--- src/rtl/slice_rd_sched_if.sv ---
// Handshake/config bundle between the slice read scheduler and its environment.
// The slave side is the scheduler. The master side drives config, buffer status and ready.
interface slice_rd_sched_if #(
    parameter int MAX_NBR_SLICES  = 2,
    parameter int MAX_SLICE_WIDTH = 2560
);
    localparam int SEL_W = (MAX_NBR_SLICES > 1) ? $clog2(MAX_NBR_SLICES) : 1;
    localparam int WID_W = $clog2(MAX_SLICE_WIDTH);

    logic                      start;
    logic [9:0]                slices_per_line;
    logic [WID_W-1:0]          slice_width;
    logic [15:0]               frame_height;
    logic [2:0]                eoc_valid_pixs;
    logic [MAX_NBR_SLICES-1:0] buf_empty;
    logic                      out_ready;

    logic [MAX_NBR_SLICES-1:0] rd_en;
    logic [SEL_W-1:0]          rd_sel;
    logic [SEL_W-1:0]          out_sel;
    logic [3:0]                out_valid;
    logic                      out_eol;
    logic                      out_eof;
    logic                      busy;
    logic                      cfg_err;

    modport master (
        output start, slices_per_line, slice_width, frame_height, eoc_valid_pixs,
               buf_empty, out_ready,
        input  rd_en, rd_sel, out_sel, out_valid, out_eol, out_eof, busy, cfg_err
    );

    modport slave (
        input  start, slices_per_line, slice_width, frame_height, eoc_valid_pixs,
               buf_empty, out_ready,
        output rd_en, rd_sel, out_sel, out_valid, out_eol, out_eof, busy, cfg_err
    );
endinterface

--- src/rtl/slice_rd_sched.sv ---
// Read scheduler for the per-slice output sync buffers: walks slices left to right one chunk
// at a time, issuing one-hot reads, and tags the merged 4-pixel stream with valid/eol/eof.
module slice_rd_sched #(
    parameter int MAX_NBR_SLICES  = 2,
    parameter int MAX_SLICE_WIDTH = 2560
) (
    input  logic                clk_out_int,
    input  logic                rst,
    slice_rd_sched_if.slave     bus
);
    localparam int SEL_W = (MAX_NBR_SLICES > 1) ? $clog2(MAX_NBR_SLICES) : 1;
    localparam int WID_W = $clog2(MAX_SLICE_WIDTH);
    localparam int GRP_W = $clog2((MAX_SLICE_WIDTH >> 2) + 1);

    typedef enum logic [1:0] {
        ST_IDLE = 2'd0,
        ST_RUN  = 2'd1,
        ST_DONE = 2'd2
    } state_t;

    state_t                    r_state;
    state_t                    w_state_nxt;
    logic [GRP_W-1:0]          r_grp_cnt;
    logic [GRP_W-1:0]          w_grp_nxt;
    logic [SEL_W-1:0]          r_rd_sel;
    logic [SEL_W-1:0]          w_sel_nxt;
    logic [15:0]               r_line_cnt;
    logic [15:0]               w_line_nxt;
    logic                      r_cfg_err;
    logic                      w_cfg_err_nxt;
    logic [MAX_NBR_SLICES-1:0] w_rd_en;
    logic                      w_issue;
    logic                      w_restart;
    logic                      w_cfg_ok;
    logic [WID_W-1:0]          w_last_grp;
    logic                      w_grp_last;
    logic                      w_sel_last;
    logic                      w_line_last;

    logic [SEL_W-1:0]          r_out_sel;
    logic [3:0]                r_out_valid;
    logic                      r_out_eol;
    logic                      r_out_eof;

    function automatic logic [3:0] eoc_mask(input logic [2:0] n);
        logic [3:0] m;
        case (n)
            3'd1:    m = 4'b0001;
            3'd2:    m = 4'b0011;
            3'd3:    m = 4'b0111;
            default: m = 4'b1111;
        endcase
        return m;
    endfunction

    assign w_cfg_ok    = (bus.slices_per_line != 10'd0) &&
                         (bus.slices_per_line <= 10'(MAX_NBR_SLICES)) &&
                         (bus.slice_width >= WID_W'(8)) &&
                         (bus.slice_width[1:0] == 2'b00) &&
                         (bus.frame_height != 16'd0);
    assign w_last_grp  = (bus.slice_width >> 2) - WID_W'(1);
    assign w_grp_last  = (WID_W'(r_grp_cnt) == w_last_grp);
    assign w_sel_last  = (10'(r_rd_sel) == (bus.slices_per_line - 10'd1));
    assign w_line_last = (r_line_cnt == (bus.frame_height - 16'd1));

    // Next-state, read issue and position counters.
    always_comb begin
        w_state_nxt   = r_state;
        w_grp_nxt     = r_grp_cnt;
        w_sel_nxt     = r_rd_sel;
        w_line_nxt    = r_line_cnt;
        w_cfg_err_nxt = r_cfg_err;
        w_issue       = 1'b0;
        w_restart     = 1'b0;
        w_rd_en       = '0;
        case (r_state)
            ST_RUN: begin
                w_issue = ~bus.buf_empty[r_rd_sel] & bus.out_ready;
                if (w_issue) begin
                    w_rd_en[r_rd_sel] = 1'b1;
                    if (w_grp_last) begin
                        w_grp_nxt = '0;
                        if (w_sel_last) begin
                            w_sel_nxt  = '0;
                            w_line_nxt = r_line_cnt + 16'd1;
                            if (w_line_last) begin
                                w_state_nxt = ST_DONE;
                            end else begin
                                w_state_nxt = ST_RUN;
                            end
                        end else begin
                            w_sel_nxt = r_rd_sel + SEL_W'(1);
                        end
                    end else begin
                        w_grp_nxt = r_grp_cnt + GRP_W'(1);
                    end
                end else begin
                    w_state_nxt = ST_RUN;
                end
            end
            ST_DONE: w_state_nxt = ST_IDLE;
            default: w_state_nxt = ST_IDLE;
        endcase
        // A start in any state overrides the normal walk; a bad config only flags the error.
        if (bus.start) begin
            if (w_cfg_ok) begin
                w_restart     = (r_state != ST_IDLE);
                w_state_nxt   = ST_RUN;
                w_grp_nxt     = '0;
                w_sel_nxt     = '0;
                w_line_nxt    = 16'd0;
                w_cfg_err_nxt = 1'b0;
            end else begin
                w_cfg_err_nxt = 1'b1;
            end
        end else begin
            w_restart = 1'b0;
        end
    end

    // State and counter registers.
    always_ff @(posedge clk_out_int) begin
        if (rst) begin
            r_state    <= ST_IDLE;
            r_grp_cnt  <= '0;
            r_rd_sel   <= '0;
            r_line_cnt <= 16'd0;
            r_cfg_err  <= 1'b0;
        end else begin
            r_state    <= w_state_nxt;
            r_grp_cnt  <= w_grp_nxt;
            r_rd_sel   <= w_sel_nxt;
            r_line_cnt <= w_line_nxt;
            r_cfg_err  <= w_cfg_err_nxt;
        end
    end

    // Output tags, one cycle behind rd_en so they line up with buffer read data.
    always_ff @(posedge clk_out_int) begin
        if (rst) begin
            r_out_sel   <= '0;
            r_out_valid <= 4'b0000;
            r_out_eol   <= 1'b0;
            r_out_eof   <= 1'b0;
        end else if (w_issue) begin
            r_out_sel   <= r_rd_sel;
            r_out_valid <= w_grp_last ? eoc_mask(bus.eoc_valid_pixs) : 4'b1111;
            r_out_eol   <= w_grp_last & w_sel_last & ~w_restart;
            r_out_eof   <= w_grp_last & w_sel_last & w_line_last & ~w_restart;
        end else begin
            r_out_valid <= 4'b0000;
            r_out_eol   <= 1'b0;
            r_out_eof   <= 1'b0;
        end
    end

    assign bus.rd_en     = w_rd_en;
    assign bus.rd_sel    = r_rd_sel;
    assign bus.out_sel   = r_out_sel;
    assign bus.out_valid = r_out_valid;
    assign bus.out_eol   = r_out_eol;
    assign bus.out_eof   = r_out_eof;
    assign bus.busy      = (r_state != ST_IDLE);
    assign bus.cfg_err   = r_cfg_err;
endmodule

--- src/flat_wrapper.sv ---
// flat-port wrapper written by rule: the top's interface ports become plain ports
module slice_rd_sched_flat 
#(
    parameter int MAX_NBR_SLICES  = 2,
    parameter int MAX_SLICE_WIDTH = 2560
)
  (clk_out_int, rst, bus_start, bus_slices_per_line, bus_slice_width, bus_frame_height, bus_eoc_valid_pixs, bus_buf_empty, bus_out_ready, bus_rd_en, bus_rd_sel, bus_out_sel, bus_out_valid, bus_out_eol, bus_out_eof, bus_busy, bus_cfg_err);
  slice_rd_sched_if #(.MAX_NBR_SLICES(MAX_NBR_SLICES), .MAX_SLICE_WIDTH(MAX_SLICE_WIDTH)) bus_i ();
  input  logic clk_out_int;
  input  logic rst;
  input wire logic [$bits(bus_i.start)-1:0] bus_start;
  input wire logic [$bits(bus_i.slices_per_line)-1:0] bus_slices_per_line;
  input wire logic [$bits(bus_i.slice_width)-1:0] bus_slice_width;
  input wire logic [$bits(bus_i.frame_height)-1:0] bus_frame_height;
  input wire logic [$bits(bus_i.eoc_valid_pixs)-1:0] bus_eoc_valid_pixs;
  input wire logic [$bits(bus_i.buf_empty)-1:0] bus_buf_empty;
  input wire logic [$bits(bus_i.out_ready)-1:0] bus_out_ready;
  output wire logic [$bits(bus_i.rd_en)-1:0] bus_rd_en;
  output wire logic [$bits(bus_i.rd_sel)-1:0] bus_rd_sel;
  output wire logic [$bits(bus_i.out_sel)-1:0] bus_out_sel;
  output wire logic [$bits(bus_i.out_valid)-1:0] bus_out_valid;
  output wire logic [$bits(bus_i.out_eol)-1:0] bus_out_eol;
  output wire logic [$bits(bus_i.out_eof)-1:0] bus_out_eof;
  output wire logic [$bits(bus_i.busy)-1:0] bus_busy;
  output wire logic [$bits(bus_i.cfg_err)-1:0] bus_cfg_err;
  assign bus_i.start = bus_start;
  assign bus_i.slices_per_line = bus_slices_per_line;
  assign bus_i.slice_width = bus_slice_width;
  assign bus_i.frame_height = bus_frame_height;
  assign bus_i.eoc_valid_pixs = bus_eoc_valid_pixs;
  assign bus_i.buf_empty = bus_buf_empty;
  assign bus_i.out_ready = bus_out_ready;
  assign bus_rd_en = bus_i.rd_en;
  assign bus_rd_sel = bus_i.rd_sel;
  assign bus_out_sel = bus_i.out_sel;
  assign bus_out_valid = bus_i.out_valid;
  assign bus_out_eol = bus_i.out_eol;
  assign bus_out_eof = bus_i.out_eof;
  assign bus_busy = bus_i.busy;
  assign bus_cfg_err = bus_i.cfg_err;
  slice_rd_sched #(.MAX_NBR_SLICES(MAX_NBR_SLICES), .MAX_SLICE_WIDTH(MAX_SLICE_WIDTH)) u_core (.clk_out_int(clk_out_int), .rst(rst), .bus(bus_i));
endmodule
--- config.mk ---
export PLATFORM = sky130hd
export DESIGN_NAME = slice_rd_sched_flat
export DESIGN_NICKNAME = d
export VERILOG_FILES = /design/src/rtl/slice_rd_sched_if.sv /design/src/rtl/slice_rd_sched.sv /design/src/flat_wrapper.sv
export SDC_FILE = /design/constraint.sdc
export NUM_CORES = 1
export LEC_CHECK = 0
export ABC_AREA = 1
export BUFFER_PORTS_ARGS = -buffer_cell sky130_fd_sc_hd__buf_2
export CAP_MARGIN = 20
export CORE_MARGIN = 2
export CORE_UTILIZATION = 52
export CTS_BUF_LIST = sky130_fd_sc_hd__clkbuf_2
export CTS_CLUSTER_DIAMETER = 120
export DETAILED_ROUTE_END_ITERATION = 16
export PLACE_DENSITY_LB_ADDON = 0.1
export REMOVE_ABC_BUFFERS = 1
export SYNTH_ARGS = -nofsm -noshare
export SYNTH_HDL_FRONTEND = slang
export SYNTH_SLANG_ARGS = --single-unit
--- constraint.sdc ---
create_clock -name clk_out_int -period 1.8 [get_ports clk_out_int]
set_input_delay 0.18 -clock clk_out_int [delete_from_list [all_inputs] [get_ports clk_out_int]]
set_output_delay 0.18 -clock clk_out_int [all_outputs]
set_load 0.05 [all_outputs]
# == Word level (Yosys, flattened, before mapping) ==
# Index checks and enable logic that the tools add are counted.
# classes
add_sub_neg,6
order_cmp,4
n_eq_ne,7
n_mux,36
n_bitwise,8
n_reduce_logical,10
# ops
operator,n
$mux 16,6
$mux 10,5
$mux 2,9
$add 16x1->16 const B,1
$eq 16x16->1,1
$reduce_bool 16->1,1
$sub 16x1->16 const B,1
$mux 1,13
$eq 10x12->1,1
$ge 12x4->1 const B,1
$pmux 4 s3,1
$sub 10x1->11 const B,1
$add 10x1->10 const B,1
$eq 1x10->1,1
$le 10x2->1 const B,1
$reduce_bool 10->1,1
$sub 10x1->10 const B,1
$eq 3x2->1 const B,2
$and 1x1->1,5
$logic_and 1x1->1,5
$mux 4,1
$eq 3x1->1 const B,1
$not 1->1,3
$eq 2x1->1 const B,1
other kinds (7),7
# totals
register_bits,37
wordCells,80

# == Depth between registers and ports, before layout ==
# Gate-level depths: netlist of run 1.
# depth
word_depth,9
mapped_depth,17

# == Least setup slack after synthesis of run 1 ==
# OpenSTA, ideal clock, no wires.
# synth_path
path_type,reg-to-reg
from,reg u_core.r_rd_sel (netlist: u_core.bus.rd_sel)
to,reg u_core.r_rd_sel (netlist: u_core.bus.rd_sel)
setup_ps,77
t_arrival_ps,2220
t_required_ps,1723
setup_slack_ps,-497
path_stages_with_launch,9
path_buffers,0
synth_period_minus_slack_ps,2297
cell_sequence,dfxtp_1 -> inv_2 -> nand2_1 -> nand3_1 -> nor2_1 -> inv_2 -> nor2_1 -> nand3_1 -> o22ai_1
# synth_via
elab_chain_cells,8
elab_cells_between_ends,12
cone_classes,1 x add/sub; 1 x eq/ne; 8 x mux; 2 x bitwise
# synth_lines
element,line,source
start: declaration,slice_rd_sched.sv:25,logic [SEL_W-1:0] r_rd_sel;
start signal: assignment,slice_rd_sched.sv:132,r_rd_sel <= w_sel_nxt;
"parallel branches: the longest is 5 deep, another holds $eq 1x10->1",--,
$mux 1 (*),slice_rd_sched.sv:76,case (r_state)
$mux 1,slice_rd_sched.sv:106,if (w_cfg_ok) begin
$mux 1 (*),slice_rd_sched.sv:105,if (bus.start) begin
# Mark *: on every way between the ends. The select of a mux whose other input is x is not followed.
# A chain may end at the register's enable or synchronous reset.

# == Final worst setup path of run 1 ==
# layout_path
from,reg u_core.r_grp_cnt[4]
to,reg u_core.r_line_cnt[7]
# layout_via
elab_chain_cells,6
# layout_lines
element,line,source
start: declaration,slice_rd_sched.sv:23,logic [GRP_W-1:0] r_grp_cnt;
start signal: assignment,slice_rd_sched.sv:131,r_grp_cnt <= w_grp_nxt;
$eq 10x12->1 (*),slice_rd_sched.sv:62,assign w_grp_last = (WID_W'(r_grp_cnt) == w_last_grp);
$mux 16 (*),slice_rd_sched.sv:81,if (w_grp_last) begin
$mux 16 (*),slice_rd_sched.sv:79,if (w_issue) begin
$mux 16 (*),slice_rd_sched.sv:76,
$mux 16,slice_rd_sched.sv:106,
$mux 16 (*),slice_rd_sched.sv:105,
end signal: assignment,slice_rd_sched.sv:133,r_line_cnt <= w_line_nxt;
end: declaration,slice_rd_sched.sv:27,logic [15:0] r_line_cnt;
# Every way passes the cells marked *; elsewhere a longest branch is shown, timed or not.

==> impl_results.rst, run 1 <==
.. list-table::
   :header-rows: 1

   * - Metric
     - Value
   * - Run status
     - finished with violations
   * - Violations in the final reports
     - setup timing
   * - Global-route wire length before repair
     - 13800 um
   * - Total routed wirelength
     - 9590 um
   * - Area of the core
     - 5570 sq um
   * - Filler-free cell count of the finished design
     - 730
   * - Final Wtd Congestion
     - 0.885
   * - Dominant combinational cell family by area after synthesis
     - simple AND/OR/NAND/NOR gates
   * - Cells along the critical path
     - inv_2, nand2_2, nand2_1, nand2_1, nand2_1, inv_1, nor2_1, nand3_1, nor2_4, nand2_4, nor3_4, inv_2, o21ai_1, a21oi_1
   * - Area share of fa/ha/maj cells after synthesis
     - 3.69%
   * - Register area share after synthesis
     - 24.3%
   * - Final Cell Area
     - 4410 sq um
   * - Most common library cell in the layout ignoring fill and taps
     - nand2_1
   * - Clock transition at path regs
     - 220 ps
   * - Max Cap Viol
     - 0
   * - Crit path time final
     - 1850 ps
   * - YS warnings
     - 0
   * - Hold path startpoint
     - bus_eoc_valid_pixs[1]
   * - Number of I/O port buffers
     - 58
   * - Detailed Routing Iterations Pass 1
     - 7
   * - Data required time of the worst path
     - 2150 ps
   * - Maximum operating frequency
     - 0.539 GHz
   * - Delay-heaviest family, CP
     - simple AND/OR/NAND/NOR gates
   * - Die X-Extent
     - 80.6 um
   * - Final setup viols
     - 7
   * - Internal power of the cells
     - 1.22 mW
   * - Number of H-tree branching levels
     - 2
   * - TritonCTS sink count
     - 37
   * - Category of the worst setup path capture point
     - flop
   * - TritonCTS clock tree
     - built
   * - Y dimension of the die
     - 80.6 um
   * - Synth Area in Simple Gates
     - 46.6%
   * - Combinational share of power
     - 21.3%
   * - Placed Area
     - 3880 sq um
   * - Synthesized instance count
     - 513
   * - Area overhead of the layout relative to synthesis
     - 44.7%
   * - Power share of the sequential group
     - 47.2%
   * - Critical Path AT
     - 2210 ps
   * - Critical Path Start Type
     - flop
   * - Via count of the first global-routing pass
     - 3160
   * - Worst voltage drop across the vdd grid
     - 0.469 mV
   * - Iteration-0 DRC count of the detailed router
     - 274
   * - Post-synthesis share of cell area spent on xor and xnor gates
     - 9.47%
   * - Power density over the cells
     - 393 nW/um^2
   * - Most area-hungry cell type in the Yosys netlist
     - dfxtp_1
   * - Number of vias after detailed routing
     - 3820
   * - Largest buffer count on any clock path
     - 2
   * - Initial antenna violation count
     - 0
   * - Flops & latches, synth
     - 37
   * - Critical Path Slowest Stage Cell
     - dfxtp_2
   * - Leakage power
     - 2.14 nW
   * - Count of pins on the block boundary
     - 59
   * - Net Switching
     - 518 uW
   * - Portion of netlist area occupied by mux cells
     - 0%
   * - Cell total after placement
     - 702
   * - Layout cell share with drive strength beyond 1
     - 34.8%
   * - Hold-critical path depth
     - 3
   * - Critical path class
     - flop to flop
   * - Fin worst setup slack
     - -53.8 ps
   * - WP depth
     - 14
   * - Post-layout power
     - 1.74 mW
   * - Maximum number of pins on one net before global-route repair
     - 14
   * - Antenna Diode Count
     - 0
   * - Accumulated negative setup slack
     - -188 ps
   * - Worst path buffer plus inverter count
     - 3
   * - Clock insertion delay at the later pin of the skew report
     - 430 ps
   * - Mapped Area
     - 3050 sq um
   * - Clock buffer count from CTS
     - 5
   * - Mean routed wirelength per cell
     - 13.1 um
   * - Mean number of vias per cell
     - 5.23
   * - Post-layout net count
     - 713
   * - Max FO, Critical Path
     - 6
   * - Launch point of the worst reg-to-reg path
     - u_core.r_grp_cnt[4]
   * - Number of cells traversed by the worst register-to-register path
     - 14
   * - Congestion Overflow GR
     - 0
   * - Hpwl dp
     - 6610 um
   * - Tightest hold margin
     - 86.3 ps
   * - Internal reg-to-reg setup slack
     - -50 ps
   * - Count of different cell masters after synthesis
     - 33
   * - Most frequent cells in the layout
     - nand2_1, nor2_1, buf_4
   * - Final period util
     - 103%
   * - DRC violations left
     - 0
   * - Area of the die
     - 6490 sq um
   * - Starting density of the core
     - 54.7%
   * - Placement Rows
     - 27
   * - Most common cell type on the critical path
     - nand2_1
   * - R2r endpoint
     - u_core.r_line_cnt[7]
   * - Number of antenna-violating nets in the routed design
     - 0
   * - Synth Area per Inst
     - 5.95 sq um
   * - Dominant cells by area after synthesis
     - dfxtp_1, nand2_1, nor2_1
   * - Top cell type's share of synthesized area
     - 24.3%
   * - RSZ-0062 raised after global routing
     - true
   * - Slowest Stage Delay on Critical Path
     - 380 ps
   * - Pre-CTS setup slack
     - -313 ps
   * - Final Slew Violations
     - 0
   * - Worst hold path class
     - primary input to flop
   * - Final core utilization
     - 79.2%
   * - Transition time of the tightest slew-check pin
     - 312 ps
   * - Global-route usage over all layers
     - 26.9%
   * - Endpoint, Worst Hold
     - u_core.bus.out_valid[3]
   * - Clock tree skew after final layout
     - 25.6 ps
   * - Number of fillers in the final layout
     - 411
   * - Clk pwr share
     - 31.5%
   * - Clock root buffer
     - clkbuf_2
   * - Headroom to the max-slew limit
     - 79.2%
   * - Sw Ratio
     - 29.8%
   * - Count of final hold-check violations
     - 0
   * - Complex-gate fraction of the synthesized area
     - 6.32%
worst max-delay path by stage:
stage	startpoint	endpoint
global route	u_core.r_grp_cnt[4]	u_core.r_line_cnt[7]
floorplan	u_core.bus.rd_sel	u_core.bus.rd_sel
finish	u_core.r_grp_cnt[4]	u_core.r_line_cnt[7]
global placement	bus_slice_width[2]	u_core.r_line_cnt[2]
CTS	u_core.bus.rd_sel	bus_rd_en[1]
detailed placement	bus_slice_width[2]	u_core.r_line_cnt[7]
cell families (layout without fill, tap and decap cells):
family	Yosys count	in the layout
fa+ha+maj	9	9
flops	37	37
compound gates	33	33
xor+xnor	33	33
buf+inv	76	220
simple gates	325	326
metal layers:
metal / track usage (%) / routed length, um / vias to the layer above
met3: 4.04 / 598 / 32
met4: 6.95 / 218 / 0
li1: - / - / 1895
met2: 43.8 / 4520 / 144
met5: 0 / 0 / -
met1: 36.9 / 4250 / 1749
cells in the mapped netlist, drive strengths merged:
library cell	number
nand2	139
nor2	110
inv	72
nand3	38
dfxtp	37
xor2	19
nor3	17
xnor2	14
o21ai	12
a21oi	11
ha	9
nand4	9
nand3b	6
buf	4
or2	4
o21a	3
a211oi	2
o21bai	2
a31oi	1
nor4	1
nor4b	1
o2111ai	1
o22ai	1
power groups by stage:
stage / Combinational [mW] / Sequential [mW] / Clock [mW]
3_5_place_dp: 0.334 / 0.839 / 0
6_report: 0.369 / 0.820 / 0.548
2_1_floorplan: 0.163 / 0.845 / 0
3_3_place_gp: 0.328 / 0.839 / 0
5_1_grt: 0.407 / 0.821 / 0.583
4_1_cts: 0.343 / 0.822 / 0.542
area by class of cell:
class | count | area (sq um) | area share, %
Multi-Input combinational cell | 401 | 2270 | 51.3
Timing Repair Buffer | 140 | 948 | 21.5
Sequential cell | 37 | 763 | 17.3
Inverter | 72 | 280 | 6.35
Tap cell | 72 | 90.1 | 2.04
Clock inverter | 3 | 41.3 | 0.935
Clock buffer | 5 | 25.0 | 0.567
worst reg2reg max path, stage by stage (launching register included):
cell,delay [ps]
dfxtp_2,380
inv_2,70
nand2_2,50
nand2_1,50
nand2_1,50
nand2_1,90
inv_1,40
nor2_1,80
nand3_1,120
nor2_4,160
nand2_4,110
nor3_4,270
inv_2,90
o21ai_1,180
a21oi_1,60
sequential cells by signal (all words and copies together) (netlist names):
signal	flops
u_core.bus.out_sel	1
u_core.bus.rd_sel	1
u_core.bus.out_valid	4
u_core.bus.cfg_err	1
u_core.r_line_cnt	16
u_core.r_state	2
u_core.bus.out_eol	1
u_core.bus.out_eof	1
u_core.r_grp_cnt	10
what timing repair did:
action | CTS | global route
hold endpoints to repair | 3 | 0
hold buffers | 2 | 0
endpoints found under the setup margin | 11 | 28
gates cloned | 0 | 2
setup buffers | 2 | 14
resized for setup | 19 | 74
pin swaps | 4 | 33
Note: power is estimated with default switching activity, not from simulation.
==> run 2: changes to the inputs <==
Settings changed: RECOVER_POWER from default to 100.
==> impl_results.rst, run 2 (synthesis gave the netlist of run 1 again) <==
.. list-table::
   :header-rows: 1

   * - Metric
     - Value
   * - Iteration-0 DRC count of the detailed router
     - 269 (-1.8%)
   * - TritonCTS clock tree
     - built
   * - Global-route usage over all layers
     - 26.9% (unchanged)
   * - Clock tree skew after final layout
     - 31.8 ps (+6.20 ps)
   * - Hpwl dp
     - 6610 um (unchanged)
   * - Critical path class
     - flop to flop
   * - Critical Path AT
     - 2300 ps (+90 ps)
   * - Clock insertion delay at the later pin of the skew report
     - 440 ps (about the same)
   * - Area overhead of the layout relative to synthesis
     - 43.2%
   * - Final Slew Violations
     - 0 (unchanged)
   * - DRC violations left
     - 0 (unchanged)
   * - Most common cell type on the critical path
     - nand3_1
   * - Hold-critical path depth
     - 3 (unchanged)
   * - Cells along the critical path
     - inv_6, nand2_4, nand3_1, nor2_4, buf_4, nand4_1, nor3_2, nand3_1, a21oi_1, o21a_1
   * - Placement Rows
     - 27 (unchanged)
   * - Mean number of vias per cell
     - 5.19 (-0.73%)
   * - Data required time of the worst path
     - 2190 ps (+40 ps)
   * - Number of antenna-violating nets in the routed design
     - 0 (unchanged)
   * - Run status
     - finished with violations
   * - Slowest Stage Delay on Critical Path
     - 440 ps (+60 ps)
   * - Clock root buffer
     - clkbuf_2
   * - Area of the die
     - 6490 sq um (unchanged)
   * - TritonCTS sink count
     - 37 (unchanged)
   * - Maximum operating frequency
     - 0.525 GHz (-2.7%)
   * - Antenna Diode Count
     - 0 (unchanged)
   * - Cell total after placement
     - 702 (unchanged)
   * - Most common library cell in the layout ignoring fill and taps
     - nand2_1
   * - Delay-heaviest family, CP
     - simple AND/OR/NAND/NOR gates
   * - Layout cell share with drive strength beyond 1
     - 33.1% (-1.7 points)
   * - Max FO, Critical Path
     - 6 (unchanged)
   * - R2r endpoint
     - u_core.r_grp_cnt[8]
   * - Worst path buffer plus inverter count
     - 2 (-1)
   * - Maximum number of pins on one net before global-route repair
     - 14 (unchanged)
   * - Hold path startpoint
     - bus_eoc_valid_pixs[1]
   * - Number of H-tree branching levels
     - 2 (unchanged)
   * - Most frequent cells in the layout
     - nand2_1, nor2_1, buf_4
   * - Global-route wire length before repair
     - 13800 um (unchanged)
   * - Via count of the first global-routing pass
     - 3160 (unchanged)
   * - Area of the core
     - 5570 sq um (unchanged)
   * - Starting density of the core
     - 54.7% (unchanged)
   * - Largest buffer count on any clock path
     - 2 (unchanged)
   * - Launch point of the worst reg-to-reg path
     - u_core.bus.rd_sel
   * - Die X-Extent
     - 80.6 um (unchanged)
   * - Pre-CTS setup slack
     - -313 ps (unchanged)
   * - Accumulated negative setup slack
     - -411 ps (-224 ps)
   * - Worst hold path class
     - primary input to flop
   * - Initial antenna violation count
     - 0 (unchanged)
   * - Y dimension of the die
     - 80.6 um (unchanged)
   * - Category of the worst setup path capture point
     - flop
   * - Filler-free cell count of the finished design
     - 730 (unchanged)
   * - Internal reg-to-reg setup slack
     - -110 ps (-50 ps)
   * - Critical Path Start Type
     - flop
   * - Post-layout net count
     - 713 (unchanged)
   * - Mean routed wirelength per cell
     - 13.2 um (+0.38%)
   * - Total routed wirelength
     - 9620 um (+0.38%)
   * - Detailed Routing Iterations Pass 1
     - 6 (-1)
   * - Clock buffer count from CTS
     - 5 (unchanged)
   * - Clock transition at path regs
     - 220 ps (about the same)
   * - Count of final hold-check violations
     - 0 (unchanged)
   * - Final setup viols
     - 10 (+3)
   * - Leakage power
     - 2.09 nW (-2.3%)
   * - Number of cells traversed by the worst register-to-register path
     - 10 (-4)
   * - Max FFs per register
     - 16 (unchanged)
   * - Fin worst setup slack
     - -106 ps (-51.9 ps)
   * - Critical Path Slowest Stage Cell
     - dfxtp_4
   * - Headroom to the max-slew limit
     - 59.8% (-19 points)
   * - Final Wtd Congestion
     - 0.885 (unchanged)
   * - Count of pins on the block boundary
     - 59 (unchanged)
   * - Crit path time final
     - 1910 ps (+51.9 ps)
   * - Number of I/O port buffers
     - 58 (unchanged)
   * - Congestion Overflow GR
     - 0 (unchanged)
   * - RSZ-0062 raised after global routing
     - true
   * - Transition time of the tightest slew-check pin
     - 606 ps (+294 ps)
   * - Worst voltage drop across the vdd grid
     - 0.469 mV (about the same)
   * - Max Cap Viol
     - 0 (unchanged)
   * - Power density over the cells
     - 397 nW/um^2 (+0.87%)
   * - Final period util
     - 106% (+2.9 points)
   * - Register ranked first by flip-flop count
     - u_core.r_line_cnt
   * - Number of vias after detailed routing
     - 3792 (-0.73%)
   * - Endpoint, Worst Hold
     - u_core.bus.out_valid[3]
   * - Number of fillers in the final layout
     - 427 (+3.9%)
   * - Violations in the final reports
     - setup timing
[run 2: worst max path at each step]
stage / from / endpoint / slack, ps / depth (start not counted)
after floorplan: u_core.bus.rd_sel / u_core.bus.rd_sel / -900 / 8
after global placement: bus_slice_width[2] / u_core.r_line_cnt[2] / -210 / 18
after detailed placement: bus_slice_width[2] / u_core.r_line_cnt[7] / -310 / 16
after CTS: u_core.bus.rd_sel / bus_rd_en[1] / -7 / 7
after global routing: u_core.bus.rd_sel / u_core.r_grp_cnt[8] / -210 / 10
final: u_core.bus.rd_sel / u_core.r_grp_cnt[8] / -110 / 10
[run 2: timing repair]
| item | 4_1_cts | 5_1_grt |
|---|---|---|
| endpoints found under the setup margin | 11 | 28 |
| buffers inserted | 2 | 14 |
| pin swaps | 4 | 33 |
| gates cloned | 0 | 2 |
| resized for setup | 19 | 74 |
| endpoints found under the hold margin | 3 | 0 |
| hold buffers | 2 | 0 |
[run 2: stage by stage]
step	util, %	hold WS, ps	area, sq um	power [mW]
floorplan	-	249	3030	1.01
global placement	69.6	379	3880	1.17
detailed placement	69.6	386	3880	1.17
CTS	72.4	83.0	4040	1.71
global route	78.3	127	4370	1.81
finish	78.3	78.8	4370	1.73
[run 2: area by class of cell]
cell class / count / area [sq um] / share of cell area, %
multi-input combinational: 401 / 2250 / 51.4
timing repair buffer: 140 / 921 / 21.1
sequential: 37 / 763 / 17.5
inverter: 72 / 280 / 6.42
tap: 72 / 90.1 / 2.06
clock inverter: 3 / 41.3 / 0.946
clock buffer: 5 / 25.0 / 0.573
[run 2: per-layer routing]
metal  part of all wire [%]  wire (um)  up-vias  track usage [%]
li1                       -          -     1894                -
met1                     45       4370     1738             36.9
met2                     47       4500      134             43.8
met3                    5.7        549       26             4.04
met4                    2.1        206        0             6.95
met5                      0          0        -                0
[run 2: worst reg2reg max path, cell delays in order, from the launching register on]
cell	delay, ps
dfxtp_4	440
inv_6	50
nand2_4	40
nand3_1	150
nor2_4	170
buf_4	160
nand4_1	170
nor3_2	240
nand3_1	140
a21oi_1	190
o21a_1	140
[run 2: where the power goes]
part	leakage [nW]	switching, mW	total (mW)	internal (mW)
combinational	1.75	0.197	0.363	0.166
clock	0.0366	0.320	0.550	0.230
sequential	0.306	0.000798	0.820	0.819
total	2.09	0.518	1.73	1.21
==> run 3: changes to the inputs <==
Clock period 1.8 ns to 1.7 ns, I/O delays scaled along.
==> impl_results.rst, run 3 (synthesis gave the netlist of run 1 again) <==
.. list-table::
   :header-rows: 1

   * - Metric
     - Value
   * - Number of fillers in the final layout
     - 400 (-6.3%)
   * - Clock buffer count from CTS
     - 5 (unchanged)
   * - Number of I/O port buffers
     - 58 (unchanged)
   * - Clock root buffer
     - clkbuf_2
   * - Final core utilization
     - 82.4% (+4.0 points)
   * - Y dimension of the die
     - 80.6 um (unchanged)
   * - TritonCTS sink count
     - 37 (unchanged)
   * - Violations in the final reports
     - setup timing
   * - Number of H-tree branching levels
     - 2 (unchanged)
   * - Mean routed wirelength per cell
     - 13.8 um (+4.8%)
   * - Congestion Overflow GR
     - 0 (unchanged)
   * - Crit path time final
     - 1880 ps
   * - Transition time of the tightest slew-check pin
     - 614 ps (+8.06 ps)
   * - Final period util
     - 111%
   * - Global-route wire length before repair
     - 14800 um (+7.0%)
   * - Mean number of vias per cell
     - 5.27 (+1.4%)
   * - Placed Area
     - 4040 sq um (+4.1%)
   * - Fin worst setup slack
     - -179 ps (-73.4 ps)
   * - Leakage power
     - 2.17 nW (+3.7%)
   * - Category of the worst setup path capture point
     - output port
   * - Worst voltage drop across the vdd grid
     - 0.430 mV (-8.2%)
   * - Most common library cell in the layout ignoring fill and taps
     - nand2_1
   * - Hpwl dp
     - 6950 um (+5.1%)
   * - Post-layout net count
     - 740 (+3.8%)
   * - Worst hold path class
     - primary input to flop
   * - DRC violations left
     - 0 (unchanged)
   * - Power density over the cells
     - 366 nW/um^2 (-7.8%)
   * - Iteration-0 DRC count of the detailed router
     - 243 (-9.7%)
   * - Number of vias after detailed routing
     - 3978 (+4.9%)
   * - Global-route usage over all layers
     - 28.9% (+2.1 points)
   * - Via count of the first global-routing pass
     - 3460 (+9.5%)
   * - Area overhead of the layout relative to synthesis
     - 50.5%
   * - Die X-Extent
     - 80.6 um (unchanged)
   * - Critical Path AT
     - 1710 ps (-590 ps)
   * - Run status
     - finished with violations
   * - Max FFs per register
     - 16 (unchanged)
   * - Clock transition at path regs
     - 190 ps (-30 ps)
   * - Data required time of the worst path
     - 1530 ps (-660 ps)
   * - Critical path class
     - flop to output port
   * - Initial antenna violation count
     - 0 (unchanged)
   * - Starting density of the core
     - 54.7% (unchanged)
   * - Clock insertion delay at the later pin of the skew report
     - 410 ps (-30 ps)
   * - Max Cap Viol
     - 0 (unchanged)
   * - Final Cell Area
     - 4590 sq um (+5.2%)
   * - Final Wtd Congestion
     - 0.934 (+5.5%)
   * - Number of antenna-violating nets in the routed design
     - 0 (unchanged)
   * - Clock tree skew after final layout
     - 10.0 ps (-21.8 ps)
   * - RSZ-0062 raised after global routing
     - true
   * - Area of the die
     - 6490 sq um (unchanged)
   * - Layout cell share with drive strength beyond 1
     - 36.6% (+3.5 points)
   * - Critical Path Start Type
     - flop
   * - Count of final hold-check violations
     - 0 (unchanged)
   * - Maximum number of pins on one net before global-route repair
     - 15 (+1)
   * - Tightest hold margin
     - 99.7 ps (+21.0 ps)
   * - Placement Rows
     - 27 (unchanged)
   * - Most frequent cells in the layout
     - nand2_1, buf_4, nor2_1
   * - Headroom to the max-slew limit
     - 59.2% (-0.53 points)
   * - Largest buffer count on any clock path
     - 2 (unchanged)
   * - Register ranked first by flip-flop count
     - u_core.r_line_cnt
   * - Total routed wirelength
     - 10400 um (+8.4%)
   * - Detailed Routing Iterations Pass 1
     - 5 (-1)
   * - Maximum operating frequency
     - 0.532 GHz
   * - Final setup viols
     - 34 (+24)
   * - Area of the core
     - 5570 sq um (unchanged)
   * - Max FO, Critical Path
     - 5 (-1)
   * - Antenna Diode Count
     - 0 (unchanged)
   * - TritonCTS clock tree
     - built
   * - Final Slew Violations
     - 0 (unchanged)
   * - Count of pins on the block boundary
     - 59 (unchanged)
[run 3: cell types whose count changed in the layout (fill, tap and decap cells not counted), moves of 3 or more]
cell / before / now
buf_4: 74 / 94
nor2_2: 8 / 12
dfxtp_1: 23 / 28
nand3_1: 33 / 30
dfxtp_2: 12 / 6
buf_6: 2 / 13
nor2_1: 90 / 86
[run 3: layout make-up]
| class | instances | area [sq um] | area share (%) |
|---|---|---|---|
| flip-flops and latches | 37 | 759 | 16.5 |
| multi-input cells | 401 | 2280 | 49.7 |
| well taps | 72 | 90.1 | 1.96 |
| clock inverters | 1 | 5.00 | 0.109 |
| inverters | 72 | 278 | 6.05 |
| repair buffers | 167 | 1150 | 25.1 |
| clock buffers | 5 | 25.0 | 0.545 |
[run 3: repair_timing]
| item | 4_1_cts | 5_1_grt |
|---|---|---|
| setup buffers | 9 | 14 |
| resized for setup | 46 | 57 |
| pin swaps | 17 | 32 |
| hold buffers | 1 | 1 |
| gates cloned | 0 | 2 |
| endpoints found under the setup margin | 29 | 35 |
| endpoints found under the hold margin | 2 | 1 |
[run 3: final timing paths]
check             cells after the start                       to  slack [ps]                  start
setup reg to reg                     11     u_core.r_line_cnt[7]        -160      u_core.bus.rd_sel
hold reg to reg                       2      u_core.r_grp_cnt[9]         500    u_core.r_grp_cnt[9]
setup / recovery                      9             bus_rd_en[0]        -180      u_core.bus.rd_sel
hold / removal                        3  u_core.bus.out_valid[3]         100  bus_eoc_valid_pixs[1]
[run 3: critical path, stage by stage (launching register included)]
cell and delay [ps]:
dfxtp_4 400, buf_4 140, inv_2 50, nand2_2 70, nand3_4 90, nor2_4 110, buf_6 130, inv_8 40
nor2_4 100, buf_6 170
[run 3: per-layer routing]
layer / track usage [%] / share of wire [%]
met1: 37.1 / 42
met2: 49.5 / 50
met3: 5.51 / 6.0
met4: 7.63 / 2.6
met5: 0 / 0
[run 3: power breakdown]
| part | switching [mW] | internal [mW] |
|---|---|---|
| sequential | 0.000829 | 0.865 |
| combinational | 0.227 | 0.197 |
| clock | 0.306 | 0.0838 |
[run 3: through the flow]
| stage | cells | total power [mW] | setup slack (ps) | TNS, ps |
|---|---|---|---|---|
| after floorplan | 509 | 1.07 | -1000 | -18160 |
| after global placement | 723 | 1.25 | -284 | -6970 |
| after detailed placement | 723 | 1.26 | -377 | -9450 |
| after CTS | 739 | 1.64 | -104 | -692 |
| after global routing | 755 | 1.76 | -288 | -7220 |
| final | 755 | 1.68 | -179 | -3780 |
